File: config.mk
export PLATFORM = sky130hd
export DESIGN_NAME = lcodenc_flat
export DESIGN_NICKNAME = d
export VERILOG_FILES = /design/src/rtl/lcode_pkg.sv /design/src/rtl/lcodenc_if.sv /design/src/rtl/lcode_dff.sv /design/src/rtl/lcodwin.sv /design/src/rtl/lcodenc.sv /design/src/flat_wrapper.sv
export SDC_FILE = /design/constraint.sdc
export NUM_CORES = 1
export LEC_CHECK = 0
export CAP_MARGIN = 40
export CELL_PAD_IN_SITES_DETAIL_PLACEMENT = 1
export CELL_PAD_IN_SITES_GLOBAL_PLACEMENT = 2
export CORE_UTILIZATION = 38
export DETAILED_ROUTE_END_ITERATION = 12
export GPL_TIMING_DRIVEN = 1
export PLACE_DENSITY = 0.84
export REMOVE_ABC_BUFFERS = 1
export SLEW_MARGIN = 20
export SYNTH_ARGS = -nofsm -noshare
export SYNTH_HDL_FRONTEND = slang
export SYNTH_HIERARCHICAL = 1
export SYNTH_SLANG_ARGS = --single-unit
export TNS_END_PERCENT = 30
File: constraint.sdc
create_clock -name clk -period 2.2 [get_ports clk]
set_clock_uncertainty 0.1 [all_clocks]
set_input_delay 0.44 -clock clk [delete_from_list [all_inputs] [get_ports clk]]
set_output_delay 0.44 -clock clk [all_outputs]
set_load 0.005 [all_outputs]
File: src/rtl/lcode_pkg.sv
// ---------------------------------------------------------------------------
// lcode_pkg
// Shared definitions for the E1 line-code encoder (lcodenc):
//   - line-code mode constants (AMI / HDB-n)
//   - legal range of the zero-run length parameter
//   - field widths and layout of one tagged window stage
// ---------------------------------------------------------------------------
package lcode_pkg;

    // Line-code mode selected on the mode input
    localparam logic LC_AMI = 1'b0;
    localparam logic LC_HDB = 1'b1;

    // Legal zero-run lengths (4 = HDB3)
    localparam int ZLEN_MIN = 2;
    localparam int ZLEN_MAX = 8;

    // One window stage: NRZ data bit plus the substitution tags
    localparam int DATA_W  = 1;
    localparam int BTAG_W  = 1;
    localparam int VTAG_W  = 1;
    localparam int STAGE_W = DATA_W + BTAG_W + VTAG_W;

    typedef struct packed {
        logic [DATA_W-1:0] data;  // original NRZ bit (1 = mark)
        logic [BTAG_W-1:0] btag;  // zero rewritten as a balancing B pulse
        logic [VTAG_W-1:0] vtag;  // zero rewritten as a violation V pulse
    } stage_t;

endpackage

File: src/rtl/lcodenc_if.sv
// ---------------------------------------------------------------------------
// lcodenc_if
// Bit-stream bundle between the framer side (master) and the line-code
// encoder (slave).
//   clken  bit enable, one per tributary bit
//   serin  serial NRZ data
//   mode   0 = AMI, 1 = HDB-n substitution
//   ais    force all-ones
//   opos   positive line pulse (registered)
//   oneg   negative line pulse (registered)
//   osub   strobe for a cycle in which a V pulse was emitted
// ---------------------------------------------------------------------------
interface lcodenc_if;
    logic clken;
    logic serin;
    logic mode;
    logic ais;
    logic opos;
    logic oneg;
    logic osub;

    modport master (output clken, serin, mode, ais, input  opos, oneg, osub);
    modport slave  (input  clken, serin, mode, ais, output opos, oneg, osub);
endinterface

File: src/rtl/lcode_dff.sv
// ---------------------------------------------------------------------------
// lcode_dff
// Codebase flop primitive: W-bit register with load enable and
// asynchronous active-low reset to RST_VAL.
//   clk   clock
//   rst   asynchronous reset, active low
//   en    load enable
//   d     next value
//   q     registered value
// ---------------------------------------------------------------------------
module lcode_dff #(
    parameter int           W       = 1,
    parameter logic [W-1:0] RST_VAL = '0
) (
    input  logic         clk,
    input  logic         rst,
    input  logic         en,
    input  logic [W-1:0] d,
    output logic [W-1:0] q
);

    // NOTE: sequential state is always assigned with <= so every flop samples
    // the pre-edge values of the others, independent of evaluation order.
    always_ff @(posedge clk or negedge rst) begin
        if (!rst) begin
            q <= RST_VAL;
        end else if (en) begin
            q <= d;
        end
    end

endmodule

File: src/rtl/lcodwin.sv
// ---------------------------------------------------------------------------
// lcodwin
// ZLEN-deep tagged shift window. Stage 0 takes the newest bit, stage ZLEN-1
// is the one leaving the window this bit period.
//   clk, rst   clock / asynchronous active-low reset
//   en         bit enable; the window shifts only when set
//   din        effective NRZ bit entering stage 0
//   sub        substitution event: incoming zero becomes a V
//   btag_set   with sub, the bit moving into the last stage becomes a B
//   exit_stage contents of the oldest stage (being emitted)
// ---------------------------------------------------------------------------
module lcodwin
    import lcode_pkg::*;
#(
    parameter int ZLEN = 4
) (
    input  logic   clk,
    input  logic   rst,
    input  logic   en,
    input  logic   din,
    input  logic   sub,
    input  logic   btag_set,
    output stage_t exit_stage
);

    stage_t [ZLEN-1:0] win_q;
    stage_t [ZLEN-1:0] win_d;

    always_comb begin
        // NOTE: assign every combinational output a default first so no path
        // leaves it unassigned and a latch is never inferred.
        win_d = win_q;
        win_d[0].data = din;
        win_d[0].btag = 1'b0;
        win_d[0].vtag = sub;
        for (int i = 1; i < ZLEN; i++) begin
            win_d[i] = win_q[i-1];
        end
        // The zero shifting into the last stage is the oldest of the run
        if (sub && btag_set) begin
            win_d[ZLEN-1].btag = 1'b1;
        end
    end

    // NOTE: the window is reset, not left as uninitialised storage, because
    // stale tags would otherwise leak out as pulses after reset.
    lcode_dff #(.W(ZLEN*STAGE_W)) u_win (
        .clk (clk),
        .rst (rst),
        .en  (en),
        .d   (win_d),
        .q   (win_q)
    );

    assign exit_stage = win_q[ZLEN-1];

endmodule

File: src/rtl/lcodenc.sv
// ---------------------------------------------------------------------------
// lcodenc
// E1 line-code encoder: serial NRZ -> dual-rail pos/neg pulses, plain AMI or
// HDB-n zero substitution (ZLEN zeros, HDB3 by default), with per-bit clock
// enable and AIS all-ones forcing. Latency is ZLEN enabled bits.
//   clk   system clock
//   rst   asynchronous reset, active low
//   bus   lcodenc_if.slave (clken, serin, mode, ais -> opos, oneg, osub)
// ---------------------------------------------------------------------------
module lcodenc
    import lcode_pkg::*;
#(
    parameter int ZLEN = 4
) (
    input  logic       clk,
    input  logic       rst,
    lcodenc_if.slave   bus
);

    if (ZLEN < ZLEN_MIN || ZLEN > ZLEN_MAX) begin : g_zlen_check
        $error("lcodenc: ZLEN=%0d outside %0d..%0d", ZLEN, ZLEN_MIN, ZLEN_MAX);
    end

    localparam int              ZC_W   = $clog2(ZLEN);
    localparam logic [ZC_W-1:0] ZC_MAX = ZC_W'(ZLEN - 1);

    logic            d;
    logic            sub;
    logic            btag_set;
    logic            is_b;
    logic            is_v;
    stage_t          exit_stage;
    logic [ZC_W-1:0] zc_q, zc_d;
    logic            lastpol_q, lastpol_d;   // 1 = last pulse was negative
    logic            parity_q, parity_d;     // B pulses since last V, mod 2
    logic            opos_d, oneg_d, osub_d;
    logic            opos_q, oneg_q, osub_q;

    assign d    = bus.serin | bus.ais;
    assign is_b = exit_stage.data[0] | exit_stage.btag[0];
    assign is_v = exit_stage.vtag[0];

    always_comb begin
        zc_d = zc_q;
        sub  = 1'b0;
        if (d) begin
            zc_d = '0;
        end else if (zc_q != ZC_MAX) begin
            zc_d = zc_q + 1'b1;
        end else if (bus.mode == LC_HDB) begin
            sub  = 1'b1;
            zc_d = '0;
        end

        // Polarity state after emitting the exiting stage
        parity_d  = parity_q;
        lastpol_d = lastpol_q;
        if (is_b) begin
            parity_d  = ~parity_q;
            lastpol_d = ~lastpol_q;
        end else if (is_v) begin
            parity_d  = 1'b0;
        end

        // Substitution needs the parity seen once this edge's pulse is out
        btag_set = ~parity_d;

        // B alternates against the last pulse; V repeats it
        opos_d = (is_b & lastpol_q) | (is_v & ~lastpol_q);
        oneg_d = (is_b & ~lastpol_q) | (is_v & lastpol_q);
        osub_d = bus.clken & is_v;
    end

    lcodwin #(.ZLEN(ZLEN)) u_win (
        .clk        (clk),
        .rst        (rst),
        .en         (bus.clken),
        .din        (d),
        .sub        (sub),
        .btag_set   (btag_set),
        .exit_stage (exit_stage)
    );

    lcode_dff #(.W(ZC_W)) u_zc (
        .clk (clk), .rst (rst), .en (bus.clken), .d (zc_d), .q (zc_q)
    );

    // First pulse after reset must be positive, so lastpol resets to 1
    lcode_dff #(.W(1), .RST_VAL(1'b1)) u_lastpol (
        .clk (clk), .rst (rst), .en (bus.clken), .d (lastpol_d), .q (lastpol_q)
    );

    lcode_dff #(.W(1)) u_parity (
        .clk (clk), .rst (rst), .en (bus.clken), .d (parity_d), .q (parity_q)
    );

    // Pulses hold over clken gaps to give full-bit-width NRZ pulses
    lcode_dff #(.W(2)) u_out (
        .clk (clk), .rst (rst), .en (bus.clken),
        .d   ({opos_d, oneg_d}), .q ({opos_q, oneg_q})
    );

    // Strobe reloads every cycle so it drops on cycles without an enable
    lcode_dff #(.W(1)) u_osub (
        .clk (clk), .rst (rst), .en (1'b1), .d (osub_d), .q (osub_q)
    );

    assign bus.opos = opos_q;
    assign bus.oneg = oneg_q;
    assign bus.osub = osub_q;

endmodule

File: src/flat_wrapper.sv
// flat-port wrapper written by rule: the top's interface ports become plain ports
module lcodenc_flat import lcode_pkg::*;
#(
    parameter int ZLEN = 4
)
  (clk, rst, bus_clken, bus_serin, bus_mode, bus_ais, bus_opos, bus_oneg, bus_osub);
  lcodenc_if bus_i ();
  input  logic clk;
  input  logic rst;
  input wire logic [$bits(bus_i.clken)-1:0] bus_clken;
  input wire logic [$bits(bus_i.serin)-1:0] bus_serin;
  input wire logic [$bits(bus_i.mode)-1:0] bus_mode;
  input wire logic [$bits(bus_i.ais)-1:0] bus_ais;
  output wire logic [$bits(bus_i.opos)-1:0] bus_opos;
  output wire logic [$bits(bus_i.oneg)-1:0] bus_oneg;
  output wire logic [$bits(bus_i.osub)-1:0] bus_osub;
  assign bus_i.clken = bus_clken;
  assign bus_i.serin = bus_serin;
  assign bus_i.mode = bus_mode;
  assign bus_i.ais = bus_ais;
  assign bus_opos = bus_i.opos;
  assign bus_oneg = bus_i.oneg;
  assign bus_osub = bus_i.osub;
  lcodenc #(.ZLEN(ZLEN)) u_core (.clk(clk), .rst(rst), .bus(bus_i));
endmodule
==> metrics list, run 1 <==
- CP Class: flip-flop to flip-flop
- IR analysis of the VDD net gives a maximum drop of around 0.39 mV.
- DRC violations left: 0
- Register-to-Register Setup Slack: about 0.48 ns
- STA classifies the critical path startpoint as a flip-flop.
- Chain of cells forming the critical path: or4b_1 > o21a_1 > a21o_1 > mux2_4
- Met1 routed wirelength after detailed routing: approximately 700 µm
- CTS tree: built
- From synthesis to final layout, the design area changed by 17.8%.
- Detailed-routing iteration count for the pre-antenna-repair pass: 2
- The most critical setup path has its startpoint at u_core/u_win/u_win/q[9]$_DFFE_PN0P_.
* Initial drt markers: 1
* Minimum clock period: 1.72 ns
- In the finished design, the share of the clock period the worst path needs comes to just under 80%.
* HPWL after detailed placement: 1.00 mm
- Post-route worst hold slack: 0.363 ns
- GPL Wtd Cong: between 0.7 and 0.8
- Max incr delay on CP: 0.56 ns
- Site Rows: 17
- Most common cell after layout, fill and taps aside: sky130_fd_sc_hd__dfrtp_1
* Post-CTS setup buffer count: 0
- The count of pins over their slew limit came to 0.
- Synth Instances: 63
- Count of different cell masters after synthesis: 21
- Final setup viols: 0
- Maxcap violations: 0
- Worst endpoint data arrival time: about 1.8 ns
* Launch instance of the worst register-to-register path: u_core/u_win/u_win/q[9]$_DFFE_PN0P_
* Initial antenna violation count: 0
- Sequential elements use between 50% and 60% of the synthesized area.
- After detailed placement, the total cell area comes to ~1000 µm².
- Largest net degree at the start of global routing: 20
- CP Max Fanout: 5
- Nets: 84
- Summed over all cells, the static leakage comes to approximately 0.49 nW.
- Registers take ~480 µm².
- TritonCTS created 3 clock buffers.
- 9 I/O pins were placed.
* Sum of met3 wire segment lengths after detailed routing: around 48 µm
- In this run the top signal layer used is met4.
- Met2 Routed Length: ~640 µm
* YS warnings: 6
- In the final timing run, aggregate negative setup slack is 0 ns.
- Final Routed Wirelength: around 1.4 mm
- After clock tree synthesis, the clock-pin slew on the worst setup and hold paths is 0.11 ns.
- STA classifies the critical path endpoint as a flip-flop.
- Number of fill cells: between 200 and 250
* Share of post-route cells with drive strength above 1: a little under two fifths
- Worst min path class: input port to asynchronous set/reset pin
* Buffers added on ports: 8
* Global routing usage summed across all routing layers: a little over an eighth
- Core Area: between 2000 and 2500 µm²
- The run finished with clean final reports.
- Once layout is done, the placed cells without fillers occupy around 1100 µm².
- Summed instance area of the synthesized netlist: slightly below 900 µm²
* Number of placed instances, taps included: 100
- In the final routed layout, each cell accounts on average for about 14 µm.
* Via count of the first global-routing pass: ~480
- Post-CTS Resized: 0
* Vias: 503
- Total congestion overflow after global routing: 0
- The cell sitting at the root of the clock tree is a sky130_fd_sc_hd__clkbuf_4.
- Number of nets with antenna violations after routing: 0
- Highest Clock Rate: between 0.5 and 0.6 GHz
- Endpoint required time on the critical path: around 2.3 ns
- A synthesized cell averages roughly 14 µm².
- The top cell types in the final layout, fill and taps aside, are 18 x sky130_fd_sc_hd__dfrtp_1, 13 x sky130_fd_sc_hd__mux2_4, 8 x sky130_fd_sc_hd__clkdlybuf4s50_1, 6 x sky130_fd_sc_hd__mux2_2, 4 x sky130_fd_sc_hd__a21oi_1.
* Number of buffers on the longest clock path: 2
- Number of clock sinks seen by CTS: 19
- Inserted Diodes: 0
- H-tree levels: 1
- The number of hold buffers added after CTS was 0.
* Combined area of the multi-input logic cells: approximately 400 µm²
* Wire length of the first global-routing pass: approximately 2.4 mm
* Worst-Skew Late Latency: about 0.30 ns
- Among all stages on the critical path, the largest delay is contributed by sky130_fd_sc_hd__or4b_1.
- The design draws between 0.8 and 0.9 mW.
- The final-report hold violation count is 0.
- Number of vias per cell: between 4 and 5
- Final non-filler cell total: ~100
- Synthesis inferred 19 register bits.
- Power spread over the standard cell area amounts to 839 nW/µm².
- DIE WIDTH: 50.5 µm
- Overall die area: 2550 µm²
- Setup repair after global routing left no endpoint under its margin.
* Effective utilization at floorplan: 40.4%
- Measured along the y axis, the die boundary spans 50.5 µm.
[worst max-delay path: cells and delay by family (launching register included)]
kind | cells | cell delay (ns)
and+or+nand+nor | 1 | 0.56
DFF | 1 | 0.43
AOI/OAI and AO/OA | 2 | 0.28
muxes | 1 | 0.25
[worst paths after layout]
kind / endpoint / cells after the start
setup / recovery: u_core/u_win/u_win/q[10]$_DFFE_PN0P_ / 4
hold / removal: u_core/u_out/q[0]$_DFFE_PN0P_ / 2
setup reg to reg: u_core/u_win/u_win/q[10]$_DFFE_PN0P_ / 4
hold reg to reg: u_core/u_out/q[1]$_DFFE_PN0P_ / 1
max in group asynchronous: u_core/u_lastpol/q$_DFFE_PN1P_ / 2
min in group clk: u_core/u_out/q[1]$_DFFE_PN0P_ / 1
[registers in the layout, summed over array words and instances, names as in the netlist]
register,cells
u_core/u_win/u_win/q,12
u_core/u_parity/q,1
u_core/u_osub/q,1
u_core/u_zc/q,2
u_core/u_lastpol/q,1
u_core/u_out/q,2
[report_power, final]
part	switching, mW	leakage, nW	internal, mW
clock network	0.108	0.0177	0.0677
registers	0.0562	0.232	0.422
logic	0.0707	0.237	0.159
[metal layers]
metal	track usage [%]	vias to the layer above
li1	-	241
met4	8.80	0
met5	0	-
met2	18.0	9
met1	18.2	251
met3	3.94	2
[area by class of cell]
| cell class | count | area share [%] |
|---|---|---|
| multi-input combinational | 42 | 38.2 |
| timing repair buffer | 10 | 10.2 |
| inverter | 1 | 0.356 |
| tap | 28 | 3.33 |
| clock buffer | 3 | 2.14 |
| sequential | 19 | 45.2 |
| clock inverter | 1 | 0.475 |
[Yosys cell counts, drive strengths merged]
library cell	instances	area (µm²)
a21o	1	7.51
a21oi	4	20.0
and2	1	7.51
buf	1	11.3
conb	2	7.51
dfrtp	18	450
dfstp	1	26.3
ha	1	12.5
inv	1	3.75
mux2	19	263
nand2	1	3.75
nand2b	1	6.26
nand3b	2	15.0
nor2	3	11.3
nor3	1	5.00
o21a	1	7.51
o21ai	1	5.00
or2	2	12.5
or4b	1	10.0
xnor2	1	8.76
[cell families after synthesis]
logic type,count (synthesis),synth area share (%)
other cells,2,0.839
simple gates,12,7.97
compound gates,7,4.48
mux,19,29.4
buf+inv,2,1.68
xor+xnor,1,0.979
flops,19,53.3
fa+ha+maj,1,1.40
[stage by stage]
stage	setup slack (ns)	utilization, %
3_5_place_dp	0.368	46.4
2_1_floorplan	0.573	-
3_3_place_gp	0.384	46.4
5_1_grt	0.417	47.6
6_report	0.481	47.6
4_1_cts	0.475	47.6
No activity file was read; power rests on OpenSTA's default activity.
==> inputs of run 2 (changes only) <==
--- a/config.mk
+++ b/config.mk
@@ -8,10 +8,10 @@
 export CAP_MARGIN = 40
 export CELL_PAD_IN_SITES_DETAIL_PLACEMENT = 1
 export CELL_PAD_IN_SITES_GLOBAL_PLACEMENT = 2
-export CORE_UTILIZATION = 38
+export CORE_UTILIZATION = 35
 export DETAILED_ROUTE_END_ITERATION = 12
 export GPL_TIMING_DRIVEN = 1
-export PLACE_DENSITY = 0.84
+export PLACE_DENSITY = 0.82
 export REMOVE_ABC_BUFFERS = 1
 export SLEW_MARGIN = 20
 export SYNTH_ARGS = -nofsm -noshare
==> constraint.sdc (replaced) <==
create_clock -name clk -period 1.39 [get_ports clk]
set_clock_uncertainty 0.1 [all_clocks]
set_input_delay 0.278 -clock clk [delete_from_list [all_inputs] [get_ports clk]]
set_output_delay 0.278 -clock clk [all_outputs]
set_load 0.005 [all_outputs]
==> run 2 against run 1 <==
  * The run now ends with setup timing left
  * Critical path type unchanged
  * First-iteration DRC count is 100% lower
  * Setup slack worse by 0.75 ns
  * Highest routed layer unchanged
  * Largest power group unchanged
  * Sequential cell count stayed put
  * Maximum frequency is 3.5% higher
==> metrics list, run 2 (synthesized netlist as in run 1, its figures left out) <==
- The nature of the critical path endpoint was a flip-flop (unchanged).
* Global routing usage summed across all routing layers: 14.5% (was 13.3%)
- The switching power total was 0.410 mW (was 0.235 mW).
- Largest registers ranked by flip-flop count: u_core/u_win/u_win/q: 12 flops, u_core/u_out/q: 2 flops, u_core/u_zc/q: 2 flops (unchanged)
- The number of primary I/O pins is 9 (unchanged).
- The worst path arrival time is 1.76 ns (was 1.81 ns).
- Area overhead of the layout relative to synthesis: 27.0% (was 17.8%)
- The number of H-tree branching levels was 1 (unchanged).
* Worst r2r path cells: 4 (unchanged)
* Nets: 92 (was 84)
* Run status: finished, violations left (was finished clean)
- The highest achievable clock rate was 0.602 GHz (was 0.582 GHz).
- The classification of the worst setup path is flip-flop to flip-flop (unchanged).
- The total number of vias is 542 (was 503).
* Overall power: 1.47 mW (was 0.884 mW)
- The cell area power density is 1300 nW/µm² (was 839 nW/µm²).
- Wire length of the first global-routing pass: 2.73 mm (was 2.35 mm)
- Number of vias per cell: 4.84 (about the same)
- The type of the most critical hold path was input port to asynchronous set/reset pin (unchanged).
* Via count of the first global-routing pass: 578 (was 475)
- The number of setup violations in the final report came to 1 (was 0).
* Site Rows: 17 (unchanged)
* Max-slew violation count: 0 (unchanged)
* Worst-Skew Late Latency: 0.30 ns (about the same)
- The number of clock buffers inserted by TritonCTS was 3 (unchanged).
* Final Routed Wirelength: 1.64 mm (was 1.43 mm)
- The final-report hold violation count came to 0 (unchanged).
- The number of placed cells counting well taps came to 108 (was 100).
- The die span in y is 52.6 µm (was 50.5 µm).
- Register-to-Register Setup Slack: -0.27 ns (was 0.48 ns)
* CTS tree: built (unchanged)
- The detailed-router iteration count before antenna repair came to 1 (was 2).
- Average routed wire per standard cell: 14.6 µm (was 13.7 µm)
- The number of standard cells in the layout, taps in and fillers out came to 112 (was 104).
- Buffers added on ports: 8 (unchanged)
* IR drop worst, VDD: 0.736 mV (was 0.388 mV)
- Initial antenna violation count: 0 (unchanged)
- Total congestion overflow after global routing: 0 (unchanged)
- The clock period minus worst slack came to 1.66 ns (was 1.72 ns).
- Switching power as a share of total power: 27.8% (was 26.6%)
- The remaining routing DRC violations came to 0 (unchanged).
- The die width came to 52.6 µm (was 50.5 µm).
* Number of buffers on the longest clock path: 2 (unchanged)
- Relative contribution of the clock network to total power: 19.6% (was 19.9%)
- Endpoint required time on the critical path: 1.49 ns (was 2.29 ns)
* Launch instance of the worst register-to-register path: u_core/u_win/u_win/q[9]$_DFFE_PN0P_ (unchanged)
* Maxcap violations: 0 (unchanged)
* Most frequent cells in the layout: 18 x sky130_fd_sc_hd__dfrtp_1, 13 x sky130_fd_sc_hd__mux2_4, 8 x sky130_fd_sc_hd__buf_4, 6 x sky130_fd_sc_hd__mux2_2, 5 x sky130_fd_sc_hd__clkdlybuf4s50_1 (was 18 x sky130_fd_sc_hd__dfrtp_1, 13 x sky130_fd_sc_hd__mux2_4, 8 x sky130_fd_sc_hd__clkdlybuf4s50_1, 6 x sky130_fd_sc_hd__mux2_2, 4 x sky130_fd_sc_hd__a21oi_1)
* Overall die area: 2760 µm² (was 2550 µm²)
* CP Max Fanout: 2 (was 5)
- RSZ-0062 raised after global routing: yes (was no)
* Failing checks: setup timing
- The fraction of final layout cells with drive strength greater than 1 came to 47.6% (was 38.2%).
- Final WS setup: -0.270 ns (was 0.481 ns)
* Internal power contribution: 1.06 mW (was 0.649 mW)
* Number of nets with antenna violations after routing: 0 (unchanged)
* HPWL after detailed placement: 1.21 mm (was 1.00 mm)
- The part of the power in combinational logic was 29.9% (was 26.0%).
- The count of inserted antenna diode cells is 0 (unchanged).
* Hold buffer count at cts: 0 (unchanged)
- The worst-case setup slack after placement came to -0.256 ns (was 0.368 ns).
* Post-CTS setup buffer count: 0 (unchanged)
* GPL Wtd Cong: 0.717 (was 0.715)
- Crit path launch type: flip-flop (unchanged)
- The proportion of power drawn by flip-flops and latches came to 50.4% (was 54.1%).
* Largest net degree at the start of global routing: 20 (unchanged)
* Register with the highest flop count: u_core/u_win/u_win/q (unchanged)
- The starting density of the core came to 38.6% (was 40.4%).
- The number of flip-flops in the largest register was 12 (unchanged).
- The commonest non-fill, non-tap cell in the layout is sky130_fd_sc_hd__dfrtp_1 (unchanged).
* Number of clock sinks seen by CTS: 19 (unchanged)
* Core Area: 2320 µm² (was 2210 µm²)
* Post-route worst hold slack: 0.202 ns (was 0.363 ns)
- The register clock-pin slew on the reported worst setup and hold paths is 0.11 ns (about the same).
- Static leakage: 0.538 nW (was 0.486 nW)
* Final critical-path share of the clock period: 119% (was 78.1%)
* Endpoint of the lowest-slack register-to-register path: u_core/u_win/u_win/q[10]$_DFFE_PN0P_ (unchanged)
- Initial drt markers: 0 (was 1)
* CTS root buffer: sky130_fd_sc_hd__clkbuf_4 (unchanged)
-- run 2: layout make-up --
type	count	area, µm²
multi-input combinational	42	417
clock buffer	3	22.5
sequential	19	477
clock inverter	1	5.00
tap	28	35.0
timing repair buffer	18	176
inverter	1	3.75
fill	242	1180
-- run 2: worst max-delay path by stage --
stage / from / depth (start not counted) / to / slack (ns)
floorplan: u_core/u_win/u_win/q[9]$_DFFE_PN0P_ / 4 / u_core/u_win/u_win/q[10]$_DFFE_PN0P_ / -0.24
global placement: bus_ais / 5 / u_core/u_win/u_win/q[10]$_DFFE_PN0P_ / -0.23
detailed placement: u_core/u_win/u_win/q[9]$_DFFE_PN0P_ / 4 / u_core/u_win/u_win/q[10]$_DFFE_PN0P_ / -0.26
CTS: u_core/u_win/u_win/q[9]$_DFFE_PN0P_ / 4 / u_core/u_win/u_win/q[10]$_DFFE_PN0P_ / -0.28
global route: u_core/u_win/u_win/q[10]$_DFFE_PN0P_ / 4 / u_core/u_win/u_win/q[10]$_DFFE_PN0P_ / -0.31
finish: u_core/u_win/u_win/q[9]$_DFFE_PN0P_ / 4 / u_core/u_win/u_win/q[10]$_DFFE_PN0P_ / -0.27
-- run 2: critical path, stage by stage, from the launching register on --
cell	delay, ns
sky130_fd_sc_hd__dfrtp_1	0.40
sky130_fd_sc_hd__or4b_4	0.54
sky130_fd_sc_hd__o21a_1	0.12
sky130_fd_sc_hd__a21o_1	0.16
sky130_fd_sc_hd__mux2_4	0.25
-- run 2: metrics by stage --
step | TNS, ns | area [µm²] | util (%)
detailed placement | -3.13 | 1100 | 47.4
global route | -0.330 | 1140 | 49.0
global placement | -2.76 | 1100 | 47.4
CTS | -0.276 | 1130 | 48.6
floorplan | -0.237 | 883 | -
finish | -0.270 | 1140 | 49.0
-- run 2: layer usage --
layer	routed length [µm]	GRT usage, %	share of wire [%]
met2	802	24.5	49
met4	11	3.95	0.67
met5	0	0	0
met3	74	6.09	4.5
met1	751	16.7	46
-- run 2: power by group through the flow --
stage	sequential [mW]	clock, mW	combinational, mW
2_1_floorplan	0.747	0	0.235
3_3_place_gp	0.745	0	0.428
3_5_place_dp	0.755	0	0.449
4_1_cts	0.744	0.298	0.437
5_1_grt	0.757	0.324	0.481
6_report	0.743	0.289	0.441
-- run 2: what timing repair did --
| action | CTS | global route |
|---|---|---|
| resized for setup | 5 | 2 |
| hold endpoints to repair | 0 | 0 |
| setup endpoints to repair | 8 | 3 |
==> inputs of run 3 (changes only) <==
--- a/config.mk
+++ b/config.mk
@@ -8,10 +8,11 @@
 export CAP_MARGIN = 40
 export CELL_PAD_IN_SITES_DETAIL_PLACEMENT = 1
 export CELL_PAD_IN_SITES_GLOBAL_PLACEMENT = 2
-export CORE_UTILIZATION = 35
+export CORE_UTILIZATION = 41
+export CTS_BUF_LIST = sky130_fd_sc_hd__clkbuf_4
 export DETAILED_ROUTE_END_ITERATION = 12
 export GPL_TIMING_DRIVEN = 1
-export PLACE_DENSITY = 0.82
+export PLACE_DENSITY = 0.89
 export REMOVE_ABC_BUFFERS = 1
 export SLEW_MARGIN = 20
 export SYNTH_ARGS = -nofsm -noshare
==> constraint.sdc (replaced) <==
create_clock -name clk -period 1.61 [get_ports clk]
set_clock_uncertainty 0.1 [all_clocks]
set_input_delay 0.322 -clock clk [delete_from_list [all_inputs] [get_ports clk]]
set_output_delay 0.322 -clock clk [all_outputs]
set_load 0.005 [all_outputs]
==> run 3 against run 2 <==
  * The run still ends with setup timing left
  * Combinational power fell by 19%
  * Via count rose by 1.5%
  * Utilization increased by 5.5 points
  * Worst hold slack gained 0.036 ns
  * Setup slack improved by 0.21 ns
  * First-iteration DRC count increased by 1
==> metrics list, run 3 (synthesized netlist as in run 1, its figures left out) <==
- H-tree levels: 1 (unchanged)
* Core Area: 2000 µm² (was 2320 µm²)
- The pin count of the biggest net entering global routing came to 20 (unchanged).
* Final WS setup: -0.0631 ns (was -0.270 ns)
- Static leakage: 0.519 nW (was 0.538 nW)
- Number of vias per cell: 5.09 (was 4.84)
* Initial drt markers: 1 (was 0)
- The total congestion overflow after global routing is 0 (unchanged).
- Max incr delay on CP: 0.54 ns (about the same)
* CTS tree: built (unchanged)
- The detailed-routed wire length on met3 was 40 µm (was 74 µm).
* Number of nets with antenna violations after routing: 0 (unchanged)
* Final non-filler cell total: 108 (was 112)
- Run status: finished, violations left (unchanged)
- Average routed wire per standard cell: 15.2 µm (was 14.6 µm)
- The share of the clock period used by the worst path after layout was 104% (was 119%).
- Largest registers ranked by flip-flop count: u_core/u_win/u_win/q: 12 flops, u_core/u_out/q: 2 flops, u_core/u_zc/q: 2 flops (unchanged).
* Nets: 89 (was 92)
- The proportion of power drawn by flip-flops and latches is 51.9% (was 50.4%).
* Switching power total: 0.348 mW (was 0.410 mW)
- Initial antenna violation count: 0 (unchanged)
- Crit path launch type: flip-flop (unchanged)
- The nature of the critical path endpoint was a flip-flop (unchanged).
- The number of placed cells counting well taps is 102 (was 108).
* Max-slew violation count: 0 (unchanged)
- The clock tree root buffer cell is sky130_fd_sc_hd__clkbuf_4 (unchanged).
* Aggregate negative setup slack: -0.0631 ns (was -0.270 ns)
- The reported max-cap violation count is 0 (unchanged).
- Layout Utilization: 54.5% (was 49.0%)
- The cell area power density is 1150 nW/µm² (was 1300 nW/µm²).
- Effective utilization at floorplan: 44.7% (was 38.6%)
- The total number of vias came to 550 (was 542).
- HPWL after detailed placement: 1.14 mm (was 1.21 mm)
- The site row count came to 16 (was 17).
* Global routing usage summed across all routing layers: 15.9% (was 14.5%)
- The number of flip-flops in the largest register was 12 (unchanged).
- The clock network fraction of design power was 19.6% (about the same).
- Internal power contribution: 0.903 mW (was 1.06 mW)
- The share of total power consumed by net switching was 27.8% (about the same).
* DRC violations left: 0 (unchanged)
- The via count of the first global-routing pass came to 598 (was 578).
* Chain of cells forming the critical path: or4b_4 > o21a_1 > a21o_1 > mux2_4 (unchanged)
* Final Routed Wirelength: 1.64 mm (unchanged)
* Share of post-route cells with drive strength above 1: 43.2% (was 47.6%)
- Overall die area: 2370 µm² (was 2760 µm²)
- The type of the most critical hold path is input port to asynchronous set/reset pin (unchanged).
- Minimum clock period: 1.67 ns (was 1.66 ns)
- Die outline height: 48.7 µm (was 52.6 µm)
- Worst endpoint data arrival time: 1.77 ns (was 1.76 ns)
* Met2 Routed Length: 861 µm (was 802 µm)
- The maximum fanout count along the critical path was 2 (unchanged).
* Detailed-routing iteration count for the pre-antenna-repair pass: 2 (was 1)
- The number of setup violations in the final report is 1 (unchanged).
* GPL Wtd Cong: 0.728 (was 0.717)
- The number of buffers inserted by hold repair at cts was 0 (unchanged).
- The die width was 48.7 µm (was 52.6 µm).
- The number of buffer cells added on primary ports is 8 (unchanged).
- Met1 routed wirelength after detailed routing: 708 µm (was 751 µm)
- Overall power: 1.25 mW (was 1.47 mW)
* Highest Clock Rate: 0.598 GHz (was 0.602 GHz)
* Number of clock sinks seen by CTS: 19 (unchanged)
- IR drop worst, VDD: 0.560 mV (was 0.736 mV)
* Worst-Skew Late Latency: 0.30 ns (about the same)
- The register clock-pin slew on the reported worst setup and hold paths came to 0.11 ns (about the same).
- The required time at the worst-slack endpoint came to 1.71 ns (was 1.49 ns).
- Wire length of the first global-routing pass: 2.79 mm (was 2.73 mm)
- The highest-delay cell along the critical path was sky130_fd_sc_hd__or4b_4 (unchanged).
- The count of inserted antenna diode cells came to 0 (unchanged).
* Area overhead of the layout relative to synthesis: 22.0% (was 27.0%)
* Number of top-level design ports: 9 (unchanged)
* Failing checks: setup timing (unchanged)
- Part of the total power dissipated in combinational logic: 28.5% (was 29.9%)
- CP Class: flip-flop to flip-flop (unchanged)
- Register with the highest flop count: u_core/u_win/u_win/q (unchanged)
- The worst-case clock buffer depth was 2 (unchanged).
- The number of clock buffers inserted by TritonCTS is 3 (unchanged).
* RSZ-0062 raised after global routing: yes (unchanged)
- The final-report hold violation count came to 0 (unchanged).
* Most common cell after layout, fill and taps aside: sky130_fd_sc_hd__dfrtp_1 (unchanged)
- The uppermost metal layer occupied by signal nets was met4 (unchanged).
- Most frequent cells in the layout: 18 x sky130_fd_sc_hd__dfrtp_1, 13 x sky130_fd_sc_hd__mux2_4, 6 x sky130_fd_sc_hd__clkdlybuf4s50_1, 6 x sky130_fd_sc_hd__buf_4, 6 x sky130_fd_sc_hd__mux2_2 (was 18 x sky130_fd_sc_hd__dfrtp_1, 13 x sky130_fd_sc_hd__mux2_4, 8 x sky130_fd_sc_hd__buf_4, 6 x sky130_fd_sc_hd__mux2_2, 5 x sky130_fd_sc_hd__clkdlybuf4s50_1)
==> run 3: cell count changes in the layout (fill, tap and decap cells not counted), sizes merged <==
cell	delta
clkdlybuf4s50	+1
dlygate4sd2	-1
buf	-3
==> run 3: worst paths after layout <==
path                                                        endpoint                                  from  depth (start not counted)  slack [ns]
worst max-delay path            u_core/u_win/u_win/q[10]$_DFFE_PN0P_  u_core/u_win/u_win/q[11]$_DFFE_PN0P_                          4       -0.06
worst min-delay path             u_core/u_win/u_win/q[9]$_DFFE_PN0P_                                   rst                          2        0.24
max in group asynchronous             u_core/u_lastpol/q$_DFFE_PN1P_                                   rst                          2        0.92
min in group clk                       u_core/u_out/q[1]$_DFFE_PN0P_         u_core/u_out/q[1]$_DFFE_PN0P_                          1        0.42
worst max register to register  u_core/u_win/u_win/q[10]$_DFFE_PN0P_  u_core/u_win/u_win/q[11]$_DFFE_PN0P_                          4       -0.06
worst min register to register         u_core/u_out/q[1]$_DFFE_PN0P_         u_core/u_out/q[1]$_DFFE_PN0P_                          1        0.42
==> run 3: power by group through the flow <==
stage	Sequential, mW	Clock (mW)	Combinational, mW
4_1_cts	0.651	0.263	0.351
6_report	0.650	0.245	0.357
5_1_grt	0.662	0.266	0.386
3_5_place_dp	0.660	0	0.351
3_3_place_gp	0.648	0	0.333
2_1_floorplan	0.645	0	0.203
==> run 3: timing repair <==
item	CTS	global route
setup endpoints to repair	3	1
buffers inserted	1	1
pin swaps	1	0
resized for setup	3	0
==> run 3: per-stage QoR <==
step	instance area (µm²)	hold slack (ns)	worst slack, ns
after floorplan	883	-0.0736	-0.0166
after global placement	1050	0.388	-0.0553
after detailed placement	1050	0.397	-0.111
after CTS	1080	0.234	-0.0724
after global routing	1090	0.247	-0.0925
final	1090	0.238	-0.0631
==> run 3: worst max-delay path: cells and delay by family, from the launching register on <==
kind	cells	cell delay [ns]
and+or+nand+nor	1	0.54
AOI/OAI and AO/OA	2	0.29
muxes	1	0.25
DFF	1	0.39
==> run 3: routing by layer <==
layer,track usage (%),vias up
li1,-,252
met3,1.89,4
met1,19.6,286
met5,0,-
met4,10.3,0
met2,26.4,8
==> run 3: final cells by class <==
| type | instances | area [µm²] |
|---|---|---|
| Inverter | 1 | 3.75 |
| Timing Repair Buffer | 15 | 143 |
| Clock inverter | 1 | 5.00 |
| Multi-Input combinational cell | 42 | 407 |
| Fill cell | 213 | 911 |
| Clock buffer | 3 | 22.5 |
| Tap cell | 27 | 33.8 |
| Sequential cell | 19 | 477 |
